### config.mk
export PLATFORM = sky130hd
export DESIGN_NAME = detector_jogada
export DESIGN_NICKNAME = d
export VERILOG_FILES = /design/src/rtl/jogada_pkg.sv /design/src/rtl/sincronizador_2ff.sv /design/src/rtl/detector_jogada.sv
export SDC_FILE = /design/constraint.sdc
export NUM_CORES = 1
export LEC_CHECK = 0
export ABC_AREA = 1
export BUFFER_PORTS_ARGS = -buffer_cell sky130_fd_sc_hd__buf_2
export CORE_AREA = 5 5 47 59
export DETAILED_ROUTE_END_ITERATION = 10
export DIE_AREA = 0 0 52 64
export GPL_TIMING_DRIVEN = 0
export HOLD_SLACK_MARGIN = 0.1
export PLACE_DENSITY_LB_ADDON = 0.1
export SYNTH_ARGS = -nofsm -noshare
export SYNTH_HDL_FRONTEND = slang
export SYNTH_HIERARCHICAL = 1
export SYNTH_SLANG_ARGS = --single-unit
### constraint.sdc
create_clock -name clock -period 1.9 [get_ports clock]
set_input_delay 0.285 -clock clock [delete_from_list [all_inputs] [get_ports clock]]
set_output_delay 0.285 -clock clock [all_outputs]
set_load 0.03 [all_outputs]
### src/rtl/jogada_pkg.sv
// Shared types and helpers for the play detector.
// Optional JOGADA_ONEHOT_CHECK_EN adds the INVALIDA state.
package jogada_pkg;

  localparam int LARGURA_PADRAO = 4;

  typedef enum logic [3:0] {
    E_INICIAL    = 4'd0,
    E_ESTABILIZA = 4'd1,
    E_REGISTRA   = 4'd2,
    E_SOLTAR     = 4'd3
`ifdef JOGADA_ONEHOT_CHECK_EN
    , E_INVALIDA = 4'd4
`endif
  } estado_t;

  function automatic logic eh_um_quente(
    input logic [31:0] v
  );
    return (v != 32'd0) && ((v & (v - 32'd1)) == 32'd0);
  endfunction

endpackage

### src/rtl/sincronizador_2ff.sv
// Two-stage synchronizer for the raw switch inputs.
// Both stages clear on synchronous reset.
module sincronizador_2ff #(
  parameter int LARGURA = 4
) (
  input  logic               clock,
  input  logic               reset,
  input  logic [LARGURA-1:0] d,
  output logic [LARGURA-1:0] q
);

  logic [LARGURA-1:0] meta;

  always_ff @(posedge clock) begin
    if (reset) begin
      meta <= '0;
      q    <= '0;
    end else begin
      meta <= d;
      q    <= meta;
    end
  end

endmodule

### src/rtl/detector_jogada.sv
// Debounced play detector: one pulse per accepted press.
// Define JOGADA_ONEHOT_CHECK_EN to reject non-one-hot plays.
module detector_jogada
  import jogada_pkg::*;
#(
  parameter int DEBOUNCE_CYCLES = 4,
  parameter int LARGURA         = LARGURA_PADRAO
) (
  input  logic               clock,
  input  logic               reset,
  input  logic [LARGURA-1:0] chaves,
  input  logic               habilita,
  output logic               jogada_feita,
  output logic [LARGURA-1:0] jogada,
  output logic               db_tem_jogada,
  output logic [3:0]         db_estado
);

  localparam int CW = $clog2(DEBOUNCE_CYCLES + 1);
  localparam logic [CW-1:0] D_MAX = CW'(DEBOUNCE_CYCLES);

  logic [LARGURA-1:0] sinc;
  logic [LARGURA-1:0] cand, cand_nxt;
  logic [CW-1:0]      cnt, cnt_nxt, cnt_inc;
  logic               alcancou, aceita_ok;
  estado_t            estado, estado_nxt;

  sincronizador_2ff #(
    .LARGURA(LARGURA)
  ) u_sinc (
    .clock(clock),
    .reset(reset),
    .d    (chaves),
    .q    (sinc)
  );

  assign db_tem_jogada = |sinc;
  assign cnt_inc = (cnt == D_MAX) ? D_MAX : cnt + 1'b1;

  always_ff @(posedge clock) begin
    if (reset) begin
      estado <= E_INICIAL;
      cnt    <= '0;
      cand   <= '0;
      jogada <= '0;
    end else begin
      estado <= estado_nxt;
      cnt    <= cnt_nxt;
      cand   <= cand_nxt;
      if (estado_nxt == E_REGISTRA)
        jogada <= cand_nxt;
    end
  end

`ifdef JOGADA_ONEHOT_CHECK_EN
  assign aceita_ok = eh_um_quente(32'(cand_nxt));
`else
  assign aceita_ok = 1'b1;
`endif

  always_comb begin
    estado_nxt = estado;
    cnt_nxt    = cnt;
    cand_nxt   = cand;
    alcancou   = 1'b0;
    unique case (estado)
      E_INICIAL: begin
        cnt_nxt = '0;
        if (db_tem_jogada) begin
          if (habilita) begin
            cand_nxt   = sinc;
            cnt_nxt    = CW'(1);
            estado_nxt = E_ESTABILIZA;
            alcancou   = (CW'(1) == D_MAX);
          end else begin
            estado_nxt = E_SOLTAR;
          end
        end
      end
      E_ESTABILIZA: begin
        if (!db_tem_jogada) begin
          cnt_nxt    = '0;
          estado_nxt = E_INICIAL;
        end else if (!habilita) begin
          cnt_nxt    = '0;
          estado_nxt = E_SOLTAR;
        end else if (sinc == cand) begin
          cnt_nxt  = cnt_inc;
          alcancou = (cnt_inc == D_MAX);
        end else begin
          cand_nxt = sinc;
          cnt_nxt  = CW'(1);
          alcancou = (CW'(1) == D_MAX);
        end
      end
      E_REGISTRA: begin
        cnt_nxt    = '0;
        estado_nxt = E_SOLTAR;
      end
      E_SOLTAR: begin
        if (db_tem_jogada) begin
          cnt_nxt = '0;
        end else if (cnt_inc == D_MAX) begin
          cnt_nxt    = '0;
          estado_nxt = E_INICIAL;
        end else begin
          cnt_nxt = cnt_inc;
        end
      end
`ifdef JOGADA_ONEHOT_CHECK_EN
      E_INVALIDA: begin
        cnt_nxt    = '0;
        estado_nxt = E_SOLTAR;
      end
`endif
      default: begin
        cnt_nxt    = '0;
        estado_nxt = E_INICIAL;
      end
    endcase
    // Debounce window complete: accept, or reject a non-one-hot play
    if (alcancou) begin
`ifdef JOGADA_ONEHOT_CHECK_EN
      estado_nxt = aceita_ok ? E_REGISTRA : E_INVALIDA;
`else
      estado_nxt = aceita_ok ? E_REGISTRA : E_SOLTAR;
`endif
    end
  end

  always_comb begin
    jogada_feita = (estado == E_REGISTRA) && !reset;
    db_estado    = estado;
  end

endmodule

# After elaboration in Yosys (flattened, before gate mapping)
# Index checks and enable logic that the tools add are counted.
# totals
reg_bits	23
word_cells	45
output_inout_bits	10
inputBits	7
# op_classes
eq_ne	7
addsub	1
n_reduce_logical	4
muxes	27
# ops
cell	count
4-bit two-way mux	11
3-bit two-way mux	6
4-bit one-hot mux with 4 select lines	1
4-bit by 2-bit equality test with 1-bit output, second input constant	3
3-bit one-hot mux with 3 select lines	1
4-bit one-hot mux with 2 select lines	1
3-bit equality test, second input constant	2
1-bit two-way mux	6
4-bit by 1-bit equality test with 1-bit output, second input constant	1
4-bit equality test	1
4-bit zero test	1
4-bit OR reduction	1
3-bit by 1-bit adder with 3-bit output, second input constant	1
2-bit two-way mux	1
1-bit logical AND	1
1-bit zero test	1

# Longest topological paths before layout
# logic_depth
ltp_word	9
ltp_mapped	11
mapped_depth_nobuf	11

# Cells and area by module
# The synthesis kept the hierarchy.
# modules_own_cells
module	seq_area_each_um2	n_inst	cells_each	area_each_um2
detector_jogada	300.3	1	133	878.3
sincronizador_2ff	160.2	1	25	231.5

# Worst setup path before layout
# No wires, ideal clock.
# synth_path
kind	register to output
startpoint	register estado[1] (netlist: db_estado[1])
endpoint	output port jogada_feita
path_stages_with_launch	3
arrival_ns	1.628
t_required_ns	1.615
path_slack_ns	-0.013
path_buffers	0
cell_sequence	dfxtp_1 inv_2 nor4_1
# synth_via
elab_chain_cells	2
# synth_rtl
element	line	source
start: declaration	detector_jogada.sv:26	estado_t estado, estado_nxt;
start signal: assignment	detector_jogada.sv:47	estado <= estado_nxt;
4-bit by 2-bit equality test with 1-bit output	detector_jogada.sv:132	jogada_feita = (estado == E_REGISTRA) && !reset;
1-bit logical AND	detector_jogada.sv:132	
end: declaration	detector_jogada.sv:13	output logic jogada_feita,
# Every way passes these cells.

# Final worst setup path
# layout_path
startpoint	register cnt[0]
endpoint	register estado[0] (netlist: db_estado[0])
# layout_via
elab_chain_cells	8
word_cells_on_any_way	12
cone_classes	add/sub (1); eq/ne (2); mux (9)
# layout_rtl
element	line	source
start: declaration	detector_jogada.sv:24	logic [CW-1:0] cnt, cnt_nxt, cnt_inc;
start signal: assignment	detector_jogada.sv:48	cnt <= cnt_nxt;
3-bit by 1-bit adder with 3-bit output or 3-bit equality test (tied branches)	detector_jogada.sv:38	assign cnt_inc = (cnt == D_MAX) ? D_MAX : cnt + 1'b1;
3-bit two-way mux (*)	detector_jogada.sv:38	
3-bit equality test (*)	detector_jogada.sv:89, detector_jogada.sv:103	
1-bit two-way mux	detector_jogada.sv:87	end else if (sinc == cand) begin
1-bit two-way mux	detector_jogada.sv:84	end else if (!habilita) begin
1-bit two-way mux	detector_jogada.sv:81	if (!db_tem_jogada) begin
1-bit two-way mux	-	
4-bit two-way mux (*)	detector_jogada.sv:122	if (alcancou) begin
# Every way passes the cells marked *; elsewhere a longest branch is shown, timed or not.
# A chain may end at the register's enable or synchronous reset.

==> metrics.txt <==
# TYPE chip_impl_metric gauge
chip_impl_info{name="outcome",value="completed"} 1
chip_impl_info{name="cp-start-kind",value="flip-flop"} 1
chip_impl_metric{name="synth-seq-area-share",unit="%"} 41.49
chip_impl_metric{name="syn-mean-instance-area",unit="µm²"} 7.024
chip_impl_metric{name="synth.cell_area",unit="µm²"} 1110
chip_impl_metric{name="firstDrtPassIters",unit=""} 4
chip_impl_metric{name="core_area",unit="µm²"} 2163
chip_impl_metric{name="worst-endpoint-arrival",unit="ps"} 1740
chip_impl_metric{name="die_width",unit="µm"} 52
chip_impl_metric{name="layout.area.seq",unit="µm²"} 460.4
chip_impl_metric{name="ys_async_sr_fraction",unit="%"} 0
chip_impl_metric{name="instances_no_fill",unit=""} 209
chip_impl_info{name="yosysTopAreaCell",value="sky130_fd_sc_hd__dfxtp_1"} 1
chip_impl_metric{name="wire_per_inst",unit="µm"} 9.938
chip_impl_metric{name="power.share.combinational",unit="%"} 12.0
chip_impl_metric{name="finalWeightedCongestion",unit=""} 0.7572
chip_impl_info{name="startpoint",value="cnt[0]$_SDFF_PP0_"} 1
chip_impl_metric{name="io_buffers",unit=""} 15
chip_impl_metric{name="detailedRoute.firstIterationViolations",unit=""} 16
chip_impl_metric{name="synth_enable_flop_cells",unit=""} 0
chip_impl_info{name="hold_path_class",value="in -> reg"} 1
chip_impl_metric{name="cells_after_synth",unit=""} 158
chip_impl_metric{name="power_report.internal_total",unit="W"} 0.0006089
chip_impl_metric{name="grt_antenna_before_repair",unit=""} 0
chip_impl_metric{name="critPathRequiredTime",unit="ps"} 2090
chip_impl_metric{name="timing.clock.skew",unit="ps"} 1.993
chip_impl_metric{name="max_cap_violations",unit=""} 0
chip_impl_metric{name="postLayoutCoreUtil",unit="%"} 58.24
chip_impl_metric{name="grt_overflow",unit=""} 0
chip_impl_metric{name="global_route_wire_length_before_repair",unit="µm"} 3491
chip_impl_metric{name="num_vias",unit=""} 997
chip_impl_metric{name="postCtsResizedCells",unit=""} 0
chip_impl_metric{name="ioPinCount",unit=""} 17
chip_impl_metric{name="post-cts-setup-buffer-count",unit=""} 0
chip_impl_info{name="critical_path.reg2reg.startpoint",value="cnt[0]$_SDFF_PP0_"} 1
chip_impl_metric{name="setup_viol",unit=""} 0
chip_impl_metric{name="totalNegativeSetupSlack",unit="ps"} 0
chip_impl_metric{name="report.final.slew_viol_count",unit=""} 0
chip_impl_metric{name="p_sw_share",unit="%"} 26.35
chip_impl_metric{name="pwr-share-seq",unit="%"} 61.0
chip_impl_info{name="grt_setup_unrepaired",value="false"} 1
chip_impl_metric{name="vdd_drop_max",unit="mV"} 0.3999
chip_impl_metric{name="placed_cell_count",unit=""} 205
chip_impl_metric{name="grt_pass1_vias",unit=""} 860
chip_impl_metric{name="hpwl_reported_at_the_end_of_detailed_placement",unit="µm"} 1670
chip_impl_metric{name="max_freq",unit="MHz"} 646.1
chip_impl_info{name="synth_top_cells_by_area",value="sky130_fd_sc_hd__dfxtp_1 (41%), sky130_fd_sc_hd__nand2_1 (11%), sky130_fd_sc_hd__nor2_1 (9.8%)"} 1
chip_impl_metric{name="yosys_register_bits",unit=""} 23
chip_impl_metric{name="nNetsFinal",unit=""} 188
chip_impl_metric{name="crit_fanout",unit=""} 8
chip_impl_metric{name="worst_skew_pair.late_latency",unit="ps"} 310
chip_impl_metric{name="ff_to_ff_setup_slack",unit="ps"} 350
chip_impl_info{name="synth.most_common_cell",value="sky130_fd_sc_hd__nand2_1"} 1
chip_impl_metric{name="route.detailed.vias_per_inst",unit=""} 4.770
chip_impl_metric{name="dieHeight",unit="µm"} 64
chip_impl_metric{name="die_area",unit="µm²"} 3328
chip_impl_metric{name="area_delta_synth_final",unit="%"} 13.53
chip_impl_metric{name="grt_max_degree",unit=""} 13
chip_impl_info{name="tritoncts_clock_tree",value="done"} 1
chip_impl_metric{name="initial_utilization",unit="%"} 51.30
chip_impl_info{name="setup.worst_path.end_class",value="flip-flop"} 1
chip_impl_metric{name="net_load_switching_power",unit="W"} 0.0002178
chip_impl_metric{name="synth_largest_type_area_fraction",unit="%"} 41.49
chip_impl_metric{name="placement_rows",unit=""} 19
chip_impl_metric{name="p_leak",unit="nW"} 0.5995
chip_impl_metric{name="num-fill-cells",unit=""} 221
chip_impl_info{name="yosys-top-cells-count",value="sky130_fd_sc_hd__nand2_1 (33), sky130_fd_sc_hd__nor2_1 (29), sky130_fd_sc_hd__inv_1 (25)"} 1
chip_impl_metric{name="synthesis.yosys.warnings",unit=""} 6
chip_impl_metric{name="post_synth_num_cell_types",unit=""} 24
chip_impl_info{name="min-delay-start",value="reset"} 1
chip_impl_metric{name="fin_crit_sh",unit="%"} 81.46
chip_impl_metric{name="hold_viol_final",unit=""} 0
chip_impl_info{name="critical_path_class",value="reg -> reg"} 1
chip_impl_metric{name="antennaDiodeCount",unit=""} 0
chip_impl_info{name="clockRootBuffer",value="sky130_fd_sc_hd__clkbuf_4"} 1
chip_impl_metric{name="htreeDepth",unit=""} 1
chip_impl_metric{name="clockPowerShare",unit="%"} 27.0
chip_impl_metric{name="number_of_clock_buffers_inserted_by_tritoncts",unit=""} 3
chip_impl_metric{name="clkSinkCount",unit=""} 23
chip_impl_metric{name="clock_path_buffers",unit=""} 2
chip_impl_metric{name="finalWirelength",unit="µm"} 2077
chip_impl_info{name="synth_flop_cell",value="sky130_fd_sc_hd__dfxtp_1"} 1
chip_impl_metric{name="final_period_minus_worst_setup_slack",unit="ps"} 1548
chip_impl_metric{name="drt_antenna_net_count",unit=""} 0
chip_impl_metric{name="power.density_cell_area",unit="nW/µm²"} 656.1
chip_impl_metric{name="drc",unit=""} 0
chip_impl_metric{name="postCtsHoldBufs",unit=""} 0
chip_impl_metric{name="drive_gt1_share",unit="%"} 21.91
chip_impl_metric{name="holdWs",unit="ps"} 146.0
chip_impl_metric{name="multi_input_comb_area",unit="µm²"} 539.3
chip_impl_metric{name="total_global_route_track_usage",unit="%"} 13.76
chip_impl_metric{name="path_clk_slew",unit="ps"} 120
chip_impl_metric{name="timing_worst_slew_pin_value",unit="ps"} 511.6
chip_impl_metric{name="slew_headroom",unit="%"} 65.89
-- critical path, cell delays in order, from the launching register on --
cell and delay (ps):
sky130_fd_sc_hd__dfxtp_1 350, sky130_fd_sc_hd__inv_1 80, sky130_fd_sc_hd__ha_1 300, sky130_fd_sc_hd__nand2_2 90
sky130_fd_sc_hd__nand2_2 70, sky130_fd_sc_hd__nor2_4 210, sky130_fd_sc_hd__nand2_1 110, sky130_fd_sc_hd__nand2_1 70
sky130_fd_sc_hd__nand2_1 50, sky130_fd_sc_hd__nand2_1 60, sky130_fd_sc_hd__nor2_1 40
-- sequential cells by signal, indices dropped and copies added, names as in the netlist --
signal       cells
u_sinc/q         4
cnt              3
cand             4
db_estado        4
u_sinc/meta      4
jogada           4
-- layout make-up --
type	count	area share (%)
plain buffers	2	1.192
inverters	28	8.342
repair buffers	15	5.958
flip-flops and latches	23	36.54
well taps	31	3.078
multi-input cells	106	42.80
clock buffers	4	2.085
-- cell usage in the layout (no fill, tap or decap), types with 2 or more instances in the layout --
cell type                  instances
sky130_fd_sc_hd__a21oi_1           9
sky130_fd_sc_hd__buf_2            15
sky130_fd_sc_hd__clkbuf_1          2
sky130_fd_sc_hd__clkbuf_4          3
sky130_fd_sc_hd__conb_1            2
sky130_fd_sc_hd__dfxtp_1          23
sky130_fd_sc_hd__ha_1              2
sky130_fd_sc_hd__inv_1            25
sky130_fd_sc_hd__inv_2             3
sky130_fd_sc_hd__nand2_1          33
sky130_fd_sc_hd__nand2_2           5
sky130_fd_sc_hd__nand3_1           6
sky130_fd_sc_hd__nand3_2           4
sky130_fd_sc_hd__nor2_1           29
sky130_fd_sc_hd__nor2_2            2
sky130_fd_sc_hd__nor2_4            3
sky130_fd_sc_hd__o21ai_0           2
-- final timing paths --
| path | end | depth (start not counted) |
|---|---|---|
| min reg2reg | u_sinc/q[0]$_SDFF_PP0_ | 2 |
| max | db_estado[0]$_SDFF_PP0_ | 10 |
| min | u_sinc/meta[1]$_SDFF_PP0_ | 2 |
| max reg2reg | db_estado[0]$_SDFF_PP0_ | 10 |
-- logic make-up after synthesis --
kind of cell             share of synthesized area [%]
AND/OR/NAND/NOR                                  38.33
buffers and inverters                            10.82
flip-flops                                       41.49
AO/OA/AOI/OAI                                    6.764
adder cells (fa/ha/maj)                          2.254
other                                           0.3379
-- power groups by stage --
stage | sequential (W) | combinational [W] | clock (W)
after global placement | 0.000515 | 0.0000976 | 0
final | 0.000504 | 0.0000993 | 0.000223
after CTS | 0.000504 | 0.000100 | 0.000229
after detailed placement | 0.000515 | 0.0000998 | 0
after global routing | 0.000506 | 0.000112 | 0.000252
after floorplan | 0.000521 | 0.0000684 | 0
-- metal layers --
layer	GRT usage, %	wire length [µm]	part of all wire, %	vias to the layer above
li1	-	-	-	519
met3	2.791	109	5.2	4
met4	6.885	33	1.6	0
met2	25.31	1125	54	23
met5	0	0	0	-
met1	14.18	808	39	451
-- stage by stage --
| stage | instance area (µm²) | power, W | setup WS, ps |
|---|---|---|---|
| global placement | 1234 | 0.0006122 | 392.0 |
| detailed placement | 1234 | 0.0006149 | 353.5 |
| finish | 1260 | 0.0008267 | 352.2 |
| CTS | 1260 | 0.0008335 | 327.3 |
| floorplan | 1120 | 0.0005890 | 319.0 |
| global route | 1260 | 0.0008706 | 229.1 |
No activity file was read; power rests on OpenSTA's default activity.
